<file path="config.mk">
export PLATFORM = sky130hd
export DESIGN_NAME = phase_accumulator
export DESIGN_NICKNAME = d
export VERILOG_FILES = /design/src/rtl/tiny_synth_pkg.sv /design/src/rtl/rise_edge_detect.sv /design/src/rtl/phase_accumulator.sv
export SDC_FILE = /design/constraint.sdc
export NUM_CORES = 1
export LEC_CHECK = 0
export BUFFER_PORTS_ARGS = -buffer_cell sky130_fd_sc_hd__buf_2
export CORE_MARGIN = 4
export CORE_UTILIZATION = 55
export CTS_CLUSTER_SIZE = 10
export DETAILED_ROUTE_END_ITERATION = 12
export PLACE_DENSITY = 0.77
export SYNTH_ARGS = -nofsm -noshare
export SYNTH_HDL_FRONTEND = slang
export SYNTH_SLANG_ARGS = --single-unit
</file>
<file path="constraint.sdc">
create_clock -name clk -period 4.5 [get_ports clk]
set_input_delay 1.125 -clock clk [delete_from_list [all_inputs] [get_ports clk]]
set_output_delay 1.125 -clock clk [all_outputs]
set_load 0.01 [all_outputs]
</file>
<file path="src/rtl/tiny_synth_pkg.sv">
// Shared constants and word types for the tiny synth voice datapath.
// The waveform generators use the same phase width as the accumulator.
package tiny_synth_pkg;
  localparam int ACC_BITS_DEFAULT  = 24;
  localparam int FREQ_BITS_DEFAULT = 16;

  typedef logic [ACC_BITS_DEFAULT-1:0]  phase_t;
  typedef logic [FREQ_BITS_DEFAULT-1:0] freq_t;
endpackage

</file>
<file path="src/rtl/rise_edge_detect.sv">
// One-clk pulse on a rising edge of din, compared against its registered previous value.
module rise_edge_detect (
  input  logic clk,
  input  logic rst_n,
  input  logic din,
  output logic pulse
);
  logic din_q;

  always_ff @(posedge clk or negedge rst_n) begin
    if (!rst_n) din_q <= 1'b0;
    else        din_q <= din;
  end

  assign pulse = din & ~din_q;
endmodule

</file>
<file path="src/rtl/phase_accumulator.sv">
// Per-voice phase accumulator: advances by a double-buffered frequency word on each sample_tick.
// Define PHASE_ACC_SYNC_EN to add the sync_in port and hard-sync to a master voice's wrap.
module phase_accumulator
  import tiny_synth_pkg::*;
#(
  parameter int ACCUMULATOR_BITS = ACC_BITS_DEFAULT,
  parameter int FREQ_BITS        = FREQ_BITS_DEFAULT
) (
  input  logic                        clk,
  input  logic                        rst_n,
  input  logic                        sample_tick,
  input  logic [FREQ_BITS-1:0]        freq_in,
  input  logic                        freq_load,
  input  logic                        phase_reset,
`ifdef PHASE_ACC_SYNC_EN
  input  logic                        sync_in,
`endif
  output logic [ACCUMULATOR_BITS-1:0] accumulator,
  output logic                        wrap
);
  localparam int SUM_BITS = ACCUMULATOR_BITS + 1;

  logic [ACCUMULATOR_BITS-1:0] acc_q, acc_d;
  logic                        wrap_q, wrap_d;
  logic [FREQ_BITS-1:0]        pend_freq_q, pend_freq_d;
  logic [FREQ_BITS-1:0]        act_freq_q, act_freq_d;
  logic [SUM_BITS-1:0]         sum;
  logic                        sync_fire;

  // Extra top bit of the sum is the carry that becomes the wrap pulse.
  assign sum = SUM_BITS'(acc_q) + SUM_BITS'(act_freq_q);

`ifdef PHASE_ACC_SYNC_EN
  logic sync_rise;
  logic sync_pend_q, sync_pend_d;

  rise_edge_detect u_sync_edge (
    .clk   (clk),
    .rst_n (rst_n),
    .din   (sync_in),
    .pulse (sync_rise)
  );

  // An edge landing on the tick clk is honoured at that tick, not deferred.
  assign sync_fire = sample_tick & (sync_pend_q | sync_rise);

  always_comb begin
    sync_pend_d = sync_pend_q | sync_rise;
    if (phase_reset || sample_tick) sync_pend_d = 1'b0;
  end

  always_ff @(posedge clk or negedge rst_n) begin
    if (!rst_n) sync_pend_q <= 1'b0;
    else        sync_pend_q <= sync_pend_d;
  end
`else
  assign sync_fire = 1'b0;
`endif

  always_comb begin
    pend_freq_d = freq_load ? freq_in : pend_freq_q;
    act_freq_d  = act_freq_q;
    if (sample_tick) act_freq_d = freq_load ? freq_in : pend_freq_q;

    acc_d  = acc_q;
    wrap_d = 1'b0;
    if (phase_reset)      acc_d = '0;
    else if (sync_fire)   acc_d = '0;
    else if (sample_tick) {wrap_d, acc_d} = sum;
  end

  always_ff @(posedge clk or negedge rst_n) begin
    if (!rst_n) begin
      acc_q       <= '0;
      wrap_q      <= 1'b0;
      pend_freq_q <= '0;
      act_freq_q  <= '0;
    end else begin
      acc_q       <= acc_d;
      wrap_q      <= wrap_d;
      pend_freq_q <= pend_freq_d;
      act_freq_q  <= act_freq_d;
    end
  end

  assign accumulator = acc_q;
  assign wrap        = wrap_q;
endmodule
</file>
==> results_tabular.tex <==
\begin{tabular}{lr}
\hline
Metric & Value \\
\hline
\multicolumn{2}{l}{\textbf{Power}} \\
\quad Power density over the cells & 458 nW/um2 \\
\quad IR Drop Worst-Case VDD & about 0.27 mV \\
\quad Total power consumption of the routed design & $\sim$1.7 mW \\
\quad Static leakage power & between 1.5 and 2 nW \\
\multicolumn{2}{l}{\textbf{Finish}} \\
\quad Layout cells sized above 1 & around a third \\
\quad Top library cells by usage in the layout, fill and taps aside & 57 x dfrtp\_1, 45 x buf\_2, 33 x mux2\_2, 21 x nor2\_1 \\
\quad Leading cell type in the layout, fill and taps excluded & dfrtp\_1 \\
\quad Area delta synth->final & 14.3\% \\
\quad Final standard cell utilization of the core & roughly two thirds \\
\quad Number of inserted filler cells in the final layout & roughly 470 \\
\quad Number of inserted diodes & 0 \\
\quad Post-layout nets & between 300 and 400 \\
\quad Number of non-filler instances in the completed layout & roughly 400 \\
\multicolumn{2}{l}{\textbf{Clocking}} \\
\quad Clock tree from TritonCTS & yes \\
\quad \# Post-CTS Setup Buffers & 0 \\
\quad Clock sink count & 57 \\
\quad CTS clock-pin slew for the worst setup and hold paths & approximately 0.07 ns \\
\quad Number of buffers on the longest clock path & 2 \\
\quad Number of gates resized after cts & 0 \\
\quad Hold bufs inserted after CTS & 0 \\
\quad Total clock buffers created by CTS & 9 \\
\quad CTS root buffer & clkbuf\_8 \\
\quad Insertion delay to the later sink of the worst-skew pair & between 0.3 and 0.4 ns \\
\quad Number of H-tree branching levels & 3 \\
\multicolumn{2}{l}{\textbf{Drt}} \\
\quad Pre-Repair DR Iteration Count & 4 \\
\quad Antenna viol nets, final & 0 \\
\quad First-iteration detailed-routing DRC count & approximately 130 \\
\quad Vias post-DR & 2,370 \\
\quad Routed wire length & 6.53 mm \\
\quad Number of remaining DRC errors & 0 \\
\quad Detail-routed net length per standard cell & about 16 um \\
\quad Via density per instance & just under 6 \\
\multicolumn{2}{l}{\textbf{Place}} \\
\quad Hpwl dp & about 4.7 mm \\
\quad Total of buffers placed on input and output ports & 45 \\
\quad Placed instance count & between 300 and 400 \\
\quad Final weighted congestion in routability-driven placement & 0.802 \\
\multicolumn{2}{l}{\textbf{Timing}} \\
\quad Worst slew margin relative to its limit & $\sim$54\% \\
\quad Fin Clk Skew & $\sim$0.0077 ns \\
\quad Max-slew violation count & 0 \\
\quad Final min period & between 2 and 3 ns \\
\quad Worst-Margin Slew & 0.689 ns \\
\quad Final number of hold-violating endpoints & 0 \\
\quad Setup TNS & 0 ns \\
\quad Highest achievable clock rate & 390 MHz \\
\quad Unrepaired setup endpoints after global routing & false \\
\quad Final Setup Violations & 0 \\
\quad Share of the cycle needed by the critical path after routing & between 50\% and 60\% \\
\multicolumn{2}{l}{\textbf{Worst setup path}} \\
\quad Slowest CP cell & fa\_1 \\
\quad Setup crit start kind & register \\
\quad Max incr delay on CP & around 0.41 ns \\
\quad Required time at the worst-slack endpoint & 4.73 ns \\
\quad Cell type with the highest occurrence count on the critical path & o21ai\_0 \\
\quad Count of buffer and inverter cells on the critical path & 0 \\
\quad Crit Path Class & register to register \\
\quad CP endpoint kind & register \\
\quad Reg2Reg Setup Slack & 1.94 ns \\
\quad Gate family responsible for the most delay along the worst path & compound AO/OA/AOI/OAI gates \\
\quad Arrival time at the worst endpoint & between 2 and 3 ns \\
\quad Crit Path Max Fanout & 5 \\
\quad Critical-path cell list & ha\_1 -> fa\_1 -> a21o\_1 -> a221oi\_4 -> o21ai\_0 -> a31oi\_1 -> o21ai\_0 -> o311ai\_0 \\
\multicolumn{2}{l}{\textbf{Synth}} \\
\quad Post-synthesis instance total & roughly 290 \\
\quad Number of nets produced by synthesis & roughly 330 \\
\quad Yosys top cell by area & dfrtp\_1 \\
\quad Synth area leaders & dfrtp\_1 45\%, mux2\_2 12\%, ha\_1 6.3\% \\
\quad Cell variety after synth & 52 \\
\quad Number of warnings issued by yosys & 0 \\
\quad Sequential area share after synthesis & 45.0\% \\
\quad Yosys top cell area share & about 45\% \\
\quad Number of flip-flops and latches in the synthesized netlist & 57 \\
\quad EDFF count, synth & 0 \\
\quad Mean cell area of the mapped netlist & roughly 11 um2 \\
\quad Fraction of registers with async set/reset & 100\% \\
\quad Predominant post-synthesis flop cell & dfrtp\_1 \\
\quad Synth Cell Area & between 3000 and 4000 um2 \\
\multicolumn{2}{l}{\textbf{Global routing}} \\
\quad Overflow left after global routing & 0 \\
\quad Via count of the first global-routing pass & roughly 2,400 \\
\quad Aggregate global-route resource usage & 19.7\% \\
\quad Pin count of the biggest net entering global routing & 57 \\
\quad Initial antenna violation count & 0 \\
\quad First-pass GRT wire length & around 11 mm \\
\multicolumn{2}{l}{\textbf{Die}} \\
\quad Vertical extent of the die & about 84 um \\
\quad Core region area & between 5000 and 6000 um2 \\
\quad Number of placed I/O pins & 46 \\
\quad Die area & approximately 7000 um2 \\
\quad Starting density of the core & a little under three fifths \\
\quad Core Rows & 27 \\
\quad Die width & roughly 84 um \\
\multicolumn{2}{l}{\textbf{Outcome}} \\
\quad Outcome & finished, final reports clean \\
\multicolumn{2}{l}{\textbf{Worst hold path}} \\
\quad Type of the tightest min-delay check & register to register \\
\multicolumn{2}{l}{\textbf{Job}} \\
\quad Maximum capacitance violations & 0 \\
\hline
\end{tabular}
-- cells in the mapped netlist (6+ instances only) --
| cell type | instances |
|---|---|
| dfrtp_1 | 57 |
| mux2_2 | 33 |
| nor2_1 | 21 |
| a21oi_1 | 16 |
| ha_1 | 16 |
| nand2_1 | 14 |
| o21ai_0 | 12 |
| a21o_1 | 10 |
| mux2i_1 | 7 |
| nand4_1 | 7 |
| xor2_1 | 7 |
| nand3_1 | 6 |
-- state kept, by name, summed over array words and instances, names as in the netlist --
signal       count
pend_freq_q     16
wrap             1
accumulator     24
act_freq_q      16
-- stage by stage --
stage	cell area (um2)	setup slack (ns)	hold WS (ns)
2_1_floorplan	3170	2.03	0.468
3_3_place_gp	3440	1.84	0.479
3_5_place_dp	3440	1.74	0.485
4_1_cts	3620	1.94	0.501
5_1_grt	3620	1.72	0.506
6_report	3620	1.94	0.496
-- final timing paths --
check	startpoint	depth (start not counted)	endpoint
setup reg to reg	accumulator[0]	8	accumulator[14]
min in group asynchronous	rst_n	1	pend_freq_q[6]
setup / recovery	accumulator[0]	8	accumulator[14]
max in group asynchronous	rst_n	2	accumulator[23]
hold / removal	pend_freq_q[9]	1	pend_freq_q[9]
hold reg to reg	pend_freq_q[9]	1	pend_freq_q[9]
-- worst reg2reg max path: stages (launching register included) --
cell and delay (ns):
dfrtp_1 0.39, ha_1 0.24, fa_1 0.41, a21o_1 0.24, a221oi_4 0.36, o21ai_0 0.27
a31oi_1 0.32, o21ai_0 0.12, o311ai_0 0.09
-- cell families (layout without fill, tap and decap cells) --
| group | Yosys count | count (layout) | share of synthesized area, % |
|---|---|---|---|
| AO/OA/AOI/OAI | 66 | 66 | 14.4 |
| XOR/XNOR | 12 | 12 | 3.31 |
| adder cells (fa/ha/maj) | 17 | 17 | 6.95 |
| buffers and inverters | 14 | 64 | 1.93 |
| flip-flops | 57 | 57 | 45.0 |
| multiplexers | 40 | 40 | 13.9 |
| AND/OR/NAND/NOR | 81 | 81 | 14.5 |
-- final cells by class --
type                    count  area (um2)  share of cell area (%)
repair buffers             47         240                    6.63
clock inverters             6        43.8                    1.21
flip-flops and latches     57        1430                    39.4
multi-input cells         216        1680                    46.4
inverters                   1        3.75                   0.104
well taps                  72        90.1                    2.49
clock buffers              10         138                    3.80
-- report_power, final --
part	internal, mW	leakage [nW]	switching, mW
Combinational	0.261	0.971	0.328
Clock	0.214	0.0805	0.208
Sequential	0.588	0.712	0.0596
-- routing by layer --
| metal | vias up | track usage [%] | share of wire [%] |
|---|---|---|---|
| met1 | 1140 | 26.0 | 47 |
| li1 | 1153 | - | - |
| met3 | 12 | 4.74 | 4.9 |
| met4 | 0 | 10.1 | 2.1 |
| met5 | - | 0 | 0 |
| met2 | 65 | 30.1 | 46 |
No activity file was read; power rests on OpenSTA's default activity.
